`src/rtl/out_port_fifo.sv`:
```
// ---------------------------------------------------------------------------
// out_port_fifo
//   Output-port buffer between a processor's OUT instruction and an external
//   valid/ready consumer. The processor writes words with wr_en/wr_data and
//   stalls on full. The consumer sees the head word on out_data/out_valid and
//   takes it with out_ready. A write that arrives while the buffer is full and
//   nothing drains on the same edge is dropped and latched in the sticky ovfl
//   flag until ovfl_clr is pulsed.
//
//   The write side has no bypass. A word written into an empty buffer appears
//   on out_data one edge later.
//
// Parameters
//   WIDTH     data word width in bits
//   DEPTH     number of buffer entries (power of two, 2 or greater)
//
// Ports
//   CLK       single clock, rising-edge active
//   reset     asynchronous, active-low reset
//   wr_en     processor write strobe
//   wr_data   processor word to emit
//   full      buffer holds DEPTH words
//   out_valid out_data holds a valid head word
//   out_data  head-of-buffer word
//   out_ready consumer accepts the head word this edge
//   count     words currently held, 0..DEPTH
//   ovfl      sticky dropped-write flag
//   ovfl_clr  synchronous clear of ovfl; a drop on the same edge wins
// ---------------------------------------------------------------------------
module out_port_fifo #(
  parameter int WIDTH = 16,
  parameter int DEPTH = 4
) (
  input  logic                     CLK,
  input  logic                     reset,
  input  logic                     wr_en,
  input  logic [WIDTH-1:0]         wr_data,
  output logic                     full,
  output logic                     out_valid,
  output logic [WIDTH-1:0]         out_data,
  input  logic                     out_ready,
  output logic [$clog2(DEPTH):0]   count,
  output logic                     ovfl,
  input  logic                     ovfl_clr
);

  localparam int PTR_W = $clog2(DEPTH);
  localparam int CNT_W = PTR_W + 1;

  // Storage and control state
  logic [WIDTH-1:0] mem_q [DEPTH];
  logic [PTR_W-1:0] wr_ptr_q, wr_ptr_d;
  logic [PTR_W-1:0] rd_ptr_q, rd_ptr_d;
  logic [CNT_W-1:0] count_q,  count_d;
  logic             ovfl_q,   ovfl_d;

  logic push;
  logic pop;
  logic drop;

  // Status flags come straight from the registered count, so they are glitch
  // free and settle to 0 as soon as reset clears count.
  assign out_valid = (count_q != '0);
  assign full      = (count_q == CNT_W'(DEPTH));
  assign count     = count_q;
  assign ovfl      = ovfl_q;

  // The head entry is read directly. It only changes when rd_ptr_q moves on a
  // pop, or when the slot under rd_ptr_q is first written into an empty buffer.
  assign out_data  = mem_q[rd_ptr_q];

  // A pop needs a valid head, so a pop on an empty buffer cannot happen. A
  // write into a full buffer is still accepted when a pop frees a slot on the
  // same edge.
  assign pop  = out_valid & out_ready;
  assign push = wr_en & (~full | pop);
  assign drop = wr_en & full & ~pop;

  always_comb begin
    // NOTE: every signal driven here gets a default first, so no path leaves
    // it unassigned and no latch is inferred.
    wr_ptr_d = wr_ptr_q;
    rd_ptr_d = rd_ptr_q;
    count_d  = count_q;
    ovfl_d   = ovfl_q;

    // The pointer width matches log2(DEPTH), so each pointer wraps modulo DEPTH
    // without extra logic.
    if (push) wr_ptr_d = wr_ptr_q + PTR_W'(1);
    if (pop)  rd_ptr_d = rd_ptr_q + PTR_W'(1);

    unique case ({push, pop})
      2'b10:   count_d = count_q + CNT_W'(1);
      2'b01:   count_d = count_q - CNT_W'(1);
      default: count_d = count_q;  // idle, or a push and pop together
    endcase

    // The clear is applied first so that a drop on the same edge overrides it.
    if (ovfl_clr) ovfl_d = 1'b0;
    if (drop)     ovfl_d = 1'b1;
  end

  // NOTE: sequential state uses non-blocking assignments. All flops then
  // sample their inputs from before the edge, whatever order the blocks run in.
  always_ff @(posedge CLK or negedge reset) begin
    if (!reset) begin
      wr_ptr_q <= '0;
      rd_ptr_q <= '0;
      count_q  <= '0;
      ovfl_q   <= 1'b0;
    end else begin
      wr_ptr_q <= wr_ptr_d;
      rd_ptr_q <= rd_ptr_d;
      count_q  <= count_d;
      ovfl_q   <= ovfl_d;
    end
  end

  // NOTE: the storage array has no reset. Its contents only matter once count
  // marks an entry as occupied, and leaving it unreset lets it map onto plain
  // RAM or flops without a reset.
  always_ff @(posedge CLK) begin
    if (push) mem_q[wr_ptr_q] <= wr_data;
  end

endmodule

```
`config.mk`:
```
export PLATFORM = sky130hd
export DESIGN_NAME = out_port_fifo
export DESIGN_NICKNAME = d
export VERILOG_FILES = /design/src/rtl/out_port_fifo.sv
export SDC_FILE = /design/constraint.sdc
export NUM_CORES = 1
export LEC_CHECK = 0
export ABC_AREA = 1
export CAP_MARGIN = 20
export CORE_MARGIN = 2
export CORE_UTILIZATION = 45
export DETAILED_ROUTE_END_ITERATION = 10
export PLACE_DENSITY = 0.69
export SETUP_SLACK_MARGIN = 0.2
export SYNTH_ARGS = -nofsm -noshare
export SYNTH_HDL_FRONTEND = slang
export SYNTH_SLANG_ARGS = --single-unit
```
`constraint.sdc`:
```
create_clock -name CLK -period 3.85 [get_ports CLK]
set_input_delay 0.77 -clock CLK [delete_from_list [all_inputs] [get_ports CLK]]
set_output_delay 0.77 -clock CLK [all_outputs]
set_load 0.05 [all_outputs]
```
-- Yosys cells after proc, flatten, opt, wreduce, memory -nomap -nowiden
Memory sizes are Yosys's and may differ from the RTL's.
Index checks and enable logic that the tools add are counted.
- bits in registers: 8
- bits in writable memories: 64
- input bits: 21
- output and inout bits: 22
- word-level logic and storage cells: 27
- memories: 1
- add/subtract/negate cells: 4
- equality and inequality tests: 3
- muxes and demuxes: 5
- bitwise logic cells: 7
- reductions and logical operators: 3
- memories (memory ; depth ; bits a word ; read ports ; clocked after Yosys merged registers in ; wr ports ; RTL line ; text):
    mem_q ; 4 ; 16 ; 1 ; 0 ; 1 ; 51 ; logic [WIDTH-1:0] mem_q [DEPTH];
- operators with widths (cell ; count):
    $pmux W3 S2 ; 1
    $add A2 B1 Y2 const B ; 2
    $and A1 B1 Y1 ; 4
    $mux W1 ; 4
    $reduce_bool A2 Y1 ; 2
    $add A3 B1 Y3 const B ; 1
    $eq A3 B3 Y1 const B ; 1
    $reduce_bool A3 Y1 ; 1
    $sub A3 B1 Y3 const B ; 1
    $eq A2 B1 Y1 const B ; 1
    $eq A2 B2 Y1 const B ; 1
    $not A1 Y1 ; 2
    $or A1 B1 Y1 ; 1

-- Logic depth before layout (Yosys ltp)
Gate-level depths: netlist (run 1).
- depth in word-level cells: 6
- gate-level depth with buffers: 10

-- Least setup slack after synthesis (run 1)
OpenSTA, ideal clock, no wires.
- kind: reg-to-output
- start point: reg rd_ptr_q[1]
- end point: out out_data[10]
- arrival time: 1637 ps
- path slack: 1443 ps
- stages on the path, launching flop included: 5
- buffers on the path: 1
- cell sequence: dfrtp_1 inv_1 clkbuf_1 o21ai_0 o22ai_1
- word-level cells in the longest chain between the ends: 1
- ends and longest elaborated chain (what ; RTL line ; text):
    from (decl) ; 53 ; logic [PTR_W-1:0] rd_ptr_q, rd_ptr_d;
    from (signal assigned) ; 113 ; rd_ptr_q <= rd_ptr_d;
    $mem_v2 Z4 W16 ; - ;
    to (decl) ; 40 ; output logic [WIDTH-1:0] out_data,
No other way between the ends.

-- Worst setup path in the final report (run 1)
- start point: reg rd_ptr_q[0]
- end point: out out_data[12]
Same word-level chain as after synthesis.

==> impl_results.md, run 1 <==
- Gate Count Post-Synth: 210
- Total of cells resized after clock tree synthesis: 0
- Share of synthesized area occupied by flip-flops and latches: between 70% and 80%
- Full die area: between 0.006 and 0.007 mm²
- Endpoint required time on the critical path: between 3 and 4 ns
- Path depth of the worst reg2reg path: 5
- Die Span X: roughly 83 µm
- Multi-input logic area: 621 µm²
- Worst Hold Slack: 0.527 ns
- Post-placement worst setup slack: 0.949 ns
- Crit start category: flip-flop
- CP Data Arrival Time: 2.45 ns
- Most common cell after layout, fill and taps aside: sky130_fd_sc_hd__edfxtp_1
- Number of nets with antenna violations after detailed routing: 0
- Total placed instance area: 0.00337 mm²
- Post-Syn Area: 0.00283 mm²
- Antenna violations before repair: 0
- Deepest clock path buffer count: 2
- Critical path launch point: rd_ptr_q[0]
- Commonest cells after routing, fill and taps aside: sky130_fd_sc_hd__edfxtp_1 (64), sky130_fd_sc_hd__clkdlybuf4s50_1 (42), sky130_fd_sc_hd__nor2_1 (40), sky130_fd_sc_hd__o21ai_0 (33), sky130_fd_sc_hd__o22ai_1 (16)
- Final Max Slew Viols: 0
- Post-route core utilization: 59.4%
- Number of buffers added on ports: 42
- Fraction of met3 tracks used by global routing: 3.88%
- Final standard cell area without fillers: about 0.0036 mm²
- Layout Skew: approximately 0.012 ns
- Mean cell area of the mapped netlist: 13.5 µm²
- Maximum fanout encountered on the critical timing path: 17
- Top-level port count: 43
- Detailed-router iteration count before antenna repair: 4
- Setup WS post-layout: around 0.63 ns
- Via count of the first global-routing pass: 1829
- Least-Margin Pin Slew: 0.692 ns
- Detail-routed net length per standard cell: 15.6 µm
- Average vias per placed instance: 5.18
- Pin count of the biggest net entering global routing: 34
- HPWL after detailed placement: 3330 µm
- Clock slew seen by the registers of the worst setup and hold paths: 0.06 ns
- Remaining global-route overflow: 0
- Setup violations, final: 0
- Total number of clock tree sinks: 72
- Number of buffers inserted to repair setup after CTS: 0
- Diode count: 0
- Ranking of synthesized cells by area: sky130_fd_sc_hd__edfxtp_1 (68%), sky130_fd_sc_hd__dfrtp_1 (7.1%), sky130_fd_sc_hd__o21ai_0 (5.8%), sky130_fd_sc_hd__nor2_1 (5.3%), sky130_fd_sc_hd__o22ai_1 (3.5%)
- Total clock buffers created by CTS: 9
- Flop and latch count out of synthesis: 72
- Total wirelength of the detailed-routed design: 5350 µm
- Maximum operating frequency: 311 MHz
- Final total negative setup slack: 0 ns
- IR drop worst, VDD: ~0.5 mV
- FF-to-FF Start: wr_ptr_q[0]
- Most Crowded Layer GR: met2
- Initial standard-cell utilization of the core: 47.3%
- First-pass GRT wire length: roughly 9000 µm
- H-tree level count: 3
- Placer Congestion: approximately 0.70
- Hold Buf Count CTS: 0
- Warning count from the yosys run: 0
- Status: finished, final reports clean
- Clock tree from TritonCTS: done
- Areal power density over the cells: 903 mW/mm²
- Die extent in y: ~83 µm
- Critical path class: flip-flop to output pin
- Root buffer cell: sky130_fd_sc_hd__clkbuf_8
- Global-route total usage across every layer: 16.9%
- Worst r2r dst: mem_q[2][15]
- Source-to-sink clock delay at the later pin of the worst-skew pair: between 0.3 and 0.4 ns
- Net count after synthesis: 236
- Number of violations reported at the end of detailed-routing iteration 0: 74
- Number of max-capacitance violations reported: 0
- Tightest slew margin relative to the limit: 53.7%
- Endpoint kind of the worst setup timing path: output pin
- Part of the cycle the worst path needs: 83.5%
- Unrepaired setup endpoints after global routing: false
- Core Footprint: roughly 0.006 mm²
- Fin. Hold Viols: 0
- Residual DRC count: 0
- Class of the worst hold path: flip-flop to flip-flop
- Met2 track demand over resource in global routing: 27.9%
- Crit path capture: out_data[12]
- Count of different cell masters after synthesis: 19
- Instance count along the most critical hold path: 2
- Met1 track demand over resource in global routing: 20.2%
- Yosys top cell area share: 67.8%
- Layout Nets: about 290
- Count of fill cells added during filler insertion: 479
- Vias after detailed routing: around 1.8k
- Storage cell area: about 0.0021 mm²
- R2R setup slack: 1.94 ns
- P&R area growth vs syn: 25.7%
- Leakage dissipation: about 1.3 nW
- Most area-hungry cell type in the Yosys netlist: sky130_fd_sc_hd__edfxtp_1
- Count of standard-cell rows: 28
- Final critical delay including setup and external delays: 3.22 ns
- Layout cells sized above 1: 9.70%
flip-flops by register name (all words and copies together), names as in the netlist:
| name | count |
|---|---|
| mem_q | 64 |
| count | 3 |
| rd_ptr_q | 2 |
| wr_ptr_q | 2 |
| ovfl | 1 |
metrics by stage:
step,power [mW],cells
2_1_floorplan,2.15,210
3_3_place_gp,2.65,327
3_5_place_dp,2.67,327
4_1_cts,3.25,343
5_1_grt,3.39,343
6_report,3.21,343
power breakdown:
part | internal (mW) | switching [mW]
combinational | 0.481 | 1.07
clock | 0.316 | 0.248
sequential | 1.04 | 0.0587
total | 1.83 | 1.38
routing by layer:
metal / vias to the layer above / wire [µm]
met5: - / 0
met4: 0 / 145
met3: 12 / 279
met2: 55 / 2660
met1: 855 / 2270
li1: 856 / -
kinds of logic after synthesis:
group	after synthesis	share of synthesized area, %
and+or+nand+nor	54	8.04
xor gates and xnor gates	3	0.928
DFF	72	74.9
buffers and inverters	23	3.18
adders and majority gates	5	2.47
AOI/OAI and AO/OA	53	10.5
worst min path at each step:
stage,to,slack (ns),from
finish,ovfl,0.53,ovfl
floorplan,count[0],0.47,reset
global route,ovfl,0.56,ovfl
detailed placement,count[0],0.52,count[0]
CTS,ovfl,0.53,ovfl
global placement,ovfl,0.52,ovfl
worst max-delay path, stage by stage (launching register included):
cell and delay, ns:
sky130_fd_sc_hd__dfrtp_1 0.38, sky130_fd_sc_hd__inv_1 0.33, sky130_fd_sc_hd__buf_4 0.29, sky130_fd_sc_hd__o21ai_0 0.10
sky130_fd_sc_hd__o22ai_1 0.18, sky130_fd_sc_hd__clkdlybuf4s50_1 0.83
cell usage after synthesis:
library cell	n
sky130_fd_sc_hd__a21oi_1	3
sky130_fd_sc_hd__buf_2	3
sky130_fd_sc_hd__clkbuf_1	5
sky130_fd_sc_hd__dfrtp_1	8
sky130_fd_sc_hd__edfxtp_1	64
sky130_fd_sc_hd__fa_1	1
sky130_fd_sc_hd__ha_1	4
sky130_fd_sc_hd__inv_1	15
sky130_fd_sc_hd__nand2_1	5
sky130_fd_sc_hd__nand2_2	4
sky130_fd_sc_hd__nand3_1	2
sky130_fd_sc_hd__nand3_2	1
sky130_fd_sc_hd__nand3b_1	1
sky130_fd_sc_hd__nor2_1	40
sky130_fd_sc_hd__nor2_2	1
sky130_fd_sc_hd__o21ai_0	33
sky130_fd_sc_hd__o21ai_4	1
sky130_fd_sc_hd__o22ai_1	16
sky130_fd_sc_hd__xor2_1	3
layout make-up:
cell class | count | area share (%)
timing repair buffer | 50 | 13.5
clock inverter | 2 | 0.949
inverter | 15 | 1.58
multi-input combinational | 115 | 17.4
sequential | 72 | 59.6
clock buffer | 14 | 4.29
tap | 75 | 2.64
Note: power is estimated with default switching activity, not from simulation.
==> run 2: changes to the inputs <==
clock period = 3.29 ns   (was 3.85 ns; I/O delays follow)
==> impl_results.md, run 2 (same netlist as run 1, synthesis figures left out) <==
- Average vias per placed instance: 5.11 (-1.5%)
- Die extent in y: 83.3 µm (unchanged)
- Hold path startpoint: ovfl
- Clock slew seen by the registers of the worst setup and hold paths: 0.07 ns (about the same)
- CP max stage delay: 0.38 ns (-0.45 ns)
- Register name with the most flops: mem_q
- Count of standard-cell rows: 28 (unchanged)
- Number of buffers inserted to repair setup after CTS: 0 (unchanged)
- Critical path class: flip-flop to output pin
- Total of cells resized after clock tree synthesis: 0 (unchanged)
- Clock tree from TritonCTS: done
- Total number of clock tree sinks: 72 (unchanged)
- Via count of the first global-routing pass: 1830 (+0.055%)
- Layout Skew: 0.00684 ns (-0.00513 ns)
- Final critical delay including setup and external delays: 2.63 ns
- Initial standard-cell utilization of the core: 47.3% (unchanged)
- Flop pwr share: 35.6% (+1.6 points)
- Total wirelength of the detailed-routed design: 5530 µm (+3.4%)
- Placer Congestion: 0.761 (+8.6%)
- Crit start category: flip-flop
- HPWL after detailed placement: 3630 µm (+9.1%)
- Setup violations, final: 0 (unchanged)
- Maximum fanout encountered on the critical timing path: 17 (unchanged)
- Most common cell after layout, fill and taps aside: sky130_fd_sc_hd__edfxtp_1
- CP Cell Sequence: inv_1 > buf_4 > o21ai_0 > o22ai_1 > buf_4
- Worst r2r dst: mem_q[0][2]
- Commonest cells after routing, fill and taps aside: sky130_fd_sc_hd__edfxtp_1 (64), sky130_fd_sc_hd__nor2_1 (40), sky130_fd_sc_hd__o21ai_0 (33), sky130_fd_sc_hd__clkdlybuf4s50_1 (26), sky130_fd_sc_hd__buf_4 (24)
- Detail-routed net length per standard cell: 16.1 µm (+3.4%)
- Path depth of the worst reg2reg path: 5 (unchanged)
- Residual DRC count: 0 (unchanged)
- IR drop worst, VDD: 0.591 mV (+18%)
- Most frequent CP cell: sky130_fd_sc_hd__buf_4
- Pin count of the biggest net entering global routing: 34 (unchanged)
- Part of the cycle the worst path needs: between 70% and 80%
- Instance count along the most critical hold path: 2 (unchanged)
- Maximum operating frequency: 380 MHz
- Design internal power: 1.98 mW (+8.2%)
- Antenna violations before repair: 0 (unchanged)
- Top-level port count: 43 (unchanged)
- Number of flip-flops under the largest register name: 64 (unchanged)
- H-tree level count: 3 (unchanged)
- Comb pwr share: 48.9% (+0.5 points)
- Root buffer cell: sky130_fd_sc_hd__clkbuf_8
- Number of nets with antenna violations after detailed routing: 0 (unchanged)
- Endpoint kind of the worst setup timing path: output pin
- Core Footprint: 0.00599 mm² (unchanged)
- Areal power density over the cells: 1030 mW/mm² (+14%)
- Unrepaired setup endpoints after global routing: false
- Switching portion of total power: 45.0% (+2.0 points)
- Clk pwr share: 15.5% (-2.1 points)
- Crit path max-delay cell type: sky130_fd_sc_hd__dfrtp_1
- Reported net switching power: 1.62 mW (+17%)
- FF-to-FF Start: wr_ptr_q[0]
- Source-to-sink clock delay at the later pin of the worst-skew pair: 0.33 ns (about the same)
- Tightest slew margin relative to the limit: 65.5% (+12 points)
- Number of max-capacitance violations reported: 0 (unchanged)
- Hold Buf Count CTS: 0 (unchanged)
- Remaining global-route overflow: 0 (unchanged)
- P&R area growth vs syn: 23.1%
- Number of buffers added on ports: 42 (unchanged)
- CP Data Arrival Time: 1.97 ns (-0.48 ns)
- First-pass GRT wire length: 9100 µm (+3.1%)
- Post-placement worst setup slack: 0.917 ns (-0.0322 ns)
- Total clock buffers created by CTS: 9 (unchanged)
- Layout cells sized above 1: 15.7% (+6.0 points)
- Die Span X: 83.3 µm (unchanged)
- Global-route total usage across every layer: 17.2% (+0.31 points)
- Vias after detailed routing: 1752 (-1.5%)
- Setup WS post-layout: 0.662 ns (+0.0266 ns)
- Layout Nets: 289 (unchanged)
- Deepest clock path buffer count: 2 (unchanged)
- Final Max Slew Viols: 0 (unchanged)
- Detailed-router iteration count before antenna repair: 4 (unchanged)
- Status: finished, final reports clean
- Diode count: 0 (unchanged)
- R2R setup slack: 1.61 ns (-0.33 ns)
- Worst hold path endpoint: ovfl
- Number of violations reported at the end of detailed-routing iteration 0: 103 (+39%)
- Least-Margin Pin Slew: 0.517 ns (-0.175 ns)
- Full die area: 0.00695 mm² (unchanged)
- Count of fill cells added during filler insertion: 510 (+6.5%)
- Fin. Hold Viols: 0 (unchanged)
- Final total negative setup slack: 0 ns (unchanged)
- Endpoint required time on the critical path: 2.63 ns (-0.45 ns)
- Leakage dissipation: 1.28 nW (-0.12%)
- Class of the worst hold path: flip-flop to flip-flop
run 2: cell count changes in the layout (fill, tap and decap cells not counted), sizes merged:
cell / delta
clkinvlp: +1
buf: +16
clkinv: +3
clkdlybuf4s50: -16
bufinv: -1
clkbuf: -3
run 2: how the worst max path moves through the flow:
| stage | depth (start not counted) | from | to |
|---|---|---|---|
| 6_report | 5 | rd_ptr_q[0] | out_data[15] |
| 3_5_place_dp | 4 | out_ready | mem_q[0][6] |
| 5_1_grt | 5 | rd_ptr_q[0] | out_data[15] |
| 4_1_cts | 5 | rd_ptr_q[0] | out_data[15] |
| 2_1_floorplan | 4 | rd_ptr_q[1] | out_data[10] |
| 3_3_place_gp | 4 | out_ready | mem_q[0][6] |
run 2: final cells by class:
type,count,area (µm²),area share (%)
multi-input combinational,115,621,17.8
clock inverter,5,23.8,0.681
clock buffer,11,131,3.77
sequential,72,2120,60.8
tap,75,93.8,2.69
inverter,15,56.3,1.61
timing repair buffer,50,440,12.6
run 2: routing by layer:
layer,wire length (µm),vias up,track usage (%),share of wire [%]
li1,-,856,-,-
met1,2430,842,21.7,44
met2,2760,47,28.2,50
met3,263,7,4.67,4.8
met4,78,0,7.00,1.4
met5,0,-,0,0
run 2: power by group through the flow:
stage	clock, mW	sequential (mW)	combinational, mW
floorplan	0	1.37	1.15
global route	0.616	1.30	1.90
global placement	0	1.30	1.76
detailed placement	0	1.30	1.78
CTS	0.578	1.28	1.78
finish	0.560	1.28	1.76
run 2: per-stage QoR:
step	total power, mW	cell area (µm²)	util [%]	hold slack, ns	instances
3_3_place_gp	3.05	3330	55.6	0.526	327
5_1_grt	3.82	3490	58.2	0.571	343
4_1_cts	3.65	3490	58.2	0.542	343
2_1_floorplan	2.52	2830	-	0.362	210
6_report	3.61	3490	58.2	0.532	343
3_5_place_dp	3.08	3330	55.6	0.529	327
run 2: critical path: cells and delay by family (launching register included):
kind                   cells  cell delay (ns)
AOI/OAI and AO/OA          2             0.32
buffers and inverters      3             0.94
DFF                        1             0.38
==> run 3: changes to the inputs <==
clock period = 2.7 ns   (was 3.29 ns; I/O delays follow)
==> impl_results.md, run 3 (same netlist as run 1, synthesis figures left out) <==
- Maximum operating frequency: 429 MHz
- Layout cells sized above 1: 17.8% (+2.1 points)
- Commonest cells after routing, fill and taps aside: sky130_fd_sc_hd__edfxtp_1 (64), sky130_fd_sc_hd__nor2_1 (40), sky130_fd_sc_hd__o21ai_0 (33), sky130_fd_sc_hd__clkdlybuf4s50_1 (25), sky130_fd_sc_hd__buf_4 (25)
- Die extent in y: 83.3 µm (unchanged)
- Final critical delay including setup and external delays: 2.33 ns
- Final total negative setup slack: 0 ns (unchanged)
- Maximum fanout encountered on the critical timing path: 4 (-13)
- Number of max-capacitance violations reported: 0 (unchanged)
- FF-to-FF Start: count[2]
- Clock slew seen by the registers of the worst setup and hold paths: 0.07 ns (about the same)
- Final standard cell area without fillers: 0.00360 mm² (+3.2%)
- Part of the cycle the worst path needs: 86.3%
- Full die area: 0.00695 mm² (unchanged)
- Endpoint kind of the worst setup timing path: output pin
- Setup violations, final: 0 (unchanged)
- Placer Congestion: 0.761 (about the same)
- Total wirelength of the detailed-routed design: 5240 µm (-5.2%)
- Deepest clock path buffer count: 2 (unchanged)
- Layout Skew: 0.00315 ns (-0.00369 ns)
- Average vias per placed instance: 5.19 (+1.6%)
- Critical path class: flip-flop to output pin
- Leakage dissipation: 1.35 nW (+5.6%)
- IR drop worst, VDD: 0.706 mV (+20%)
- H-tree level count: 3 (unchanged)
- P&R area growth vs syn: 27.0%
- Total clock buffers created by CTS: 9 (unchanged)
- Detailed-router iteration count before antenna repair: 4 (unchanged)
- Via count of the first global-routing pass: 1767 (-3.4%)
- Tightest slew margin relative to the limit: 64.5% (-0.99 points)
- Class of the worst hold path: input port to asynchronous set/reset pin
- Top-level port count: 43 (unchanged)
- Fin. Hold Viols: 0 (unchanged)
- Crit start category: flip-flop
- Total number of clock tree sinks: 72 (unchanged)
- Register name with the most flops: mem_q
- Residual DRC count: 0 (unchanged)
- Number of flip-flops under the largest register name: 64 (unchanged)
- Antenna violations before repair: 0 (unchanged)
- Number of nets with antenna violations after detailed routing: 0 (unchanged)
- Critical path launch point: count[2]
- Detail-routed net length per standard cell: 15.2 µm (-5.8%)
- Final Max Slew Viols: 0 (unchanged)
- Vias after detailed routing: 1790 (+2.2%)
- Remaining global-route overflow: 0 (unchanged)
- First-pass GRT wire length: 8520 µm (-6.4%)
- Initial standard-cell utilization of the core: 47.3% (unchanged)
- Most common cell after layout, fill and taps aside: sky130_fd_sc_hd__edfxtp_1
- Layout Nets: 291 (+0.69%)
- HPWL after detailed placement: 3260 µm (-10%)
- Clock tree from TritonCTS: done
- Least-Margin Pin Slew: 0.532 ns (+0.0149 ns)
- Diode count: 0 (unchanged)
- Areal power density over the cells: 1310 mW/mm² (+27%)
- Count of standard-cell rows: 28 (unchanged)
- Total placed instance area: 0.00336 mm² (+0.83%)
- Status: finished, final reports clean
- Global-route total usage across every layer: 16.1% (-1.0 points)
- Pin count of the biggest net entering global routing: 34 (unchanged)
- CP Data Arrival Time: 1.79 ns (-0.18 ns)
- Source-to-sink clock delay at the later pin of the worst-skew pair: 0.33 ns (about the same)
- Number of buffers added on ports: 42 (unchanged)
- Die Span X: 83.3 µm (unchanged)
- Number of violations reported at the end of detailed-routing iteration 0: 122 (+18%)
- Unrepaired setup endpoints after global routing: false
- Core Footprint: 0.00599 mm² (unchanged)
- Root buffer cell: sky130_fd_sc_hd__clkbuf_8
- Endpoint required time on the critical path: 2.16 ns (-0.47 ns)
==> run 3: cell count changes in the layout (fill, tap and decap cells not counted), sizes merged <==
| cell | change |
|---|---|
| clkbuf | -1 |
| clkinv | -2 |
| buf | +2 |
| bufinv | +3 |
| clkdlybuf4s50 | -1 |
| dlymetal6s2s | +1 |
==> run 3: power by group <==
group          internal (mW)  total [mW]  switching (mW)
sequential              1.48        1.56          0.0852
clock                  0.611       0.981           0.370
combinational          0.645        2.18            1.53
total                   2.73        4.72            1.99
==> run 3: area by class of cell <==
cell class                 instances  area, µm²
fill                             472       2390
sequential                        72       2120
multi-input combinational        115        621
timing repair buffer              52        470
clock buffer                      10        128
clock inverter                     6        108
tap                               75       93.8
inverter                          15       56.3
==> run 3: layer usage <==
metal	wire (µm)	vias up	part of all wire, %	track usage, %
met5	0	-	0	0
met4	99	0	1.9	8.49
met3	203	9	3.9	3.78
met2	2560	41	49	25.7
met1	2380	875	45	20.6
li1	-	865	-	-
==> run 3: metrics by stage <==
step,hold WS (ns),cells,setup WS (ns),utilization [%],total power [mW]
4_1_cts,0.494,345,0.223,60.0,4.76
6_report,0.498,345,0.369,60.1,4.72
3_3_place_gp,0.516,329,0.588,56.1,3.75
2_1_floorplan,0.244,210,0.523,-,3.07
3_5_place_dp,0.525,329,0.517,56.1,3.78
5_1_grt,0.509,345,0.295,60.1,4.97
==> run 3: repair_timing <==
| action | CTS | global route |
|---|---|---|
| setup endpoints to repair | 0 | 1 |
| gates resized for setup | 0 | 1 |
| hold buffers | 0 | 0 |
| buffers inserted | 0 | 0 |
==> run 3: critical path, cell delays in order (launching register included) <==
cell                              delay [ns]
sky130_fd_sc_hd__dfrtp_1                0.43
sky130_fd_sc_hd__inv_1                  0.10
sky130_fd_sc_hd__nand2_2                0.12
sky130_fd_sc_hd__clkdlybuf4s50_1        0.82
==> run 3: final timing paths <==
kind | to | slack, ns | cells after the start
max in group asynchronous | rd_ptr_q[1] | 1.93 | 1
min in group CLK | ovfl | 0.52 | 2
hold reg to reg | ovfl | 0.52 | 2
hold / removal | count[2] | 0.50 | 1
setup reg to reg | count[2] | 1.05 | 10
setup / recovery | out_valid | 0.37 | 3
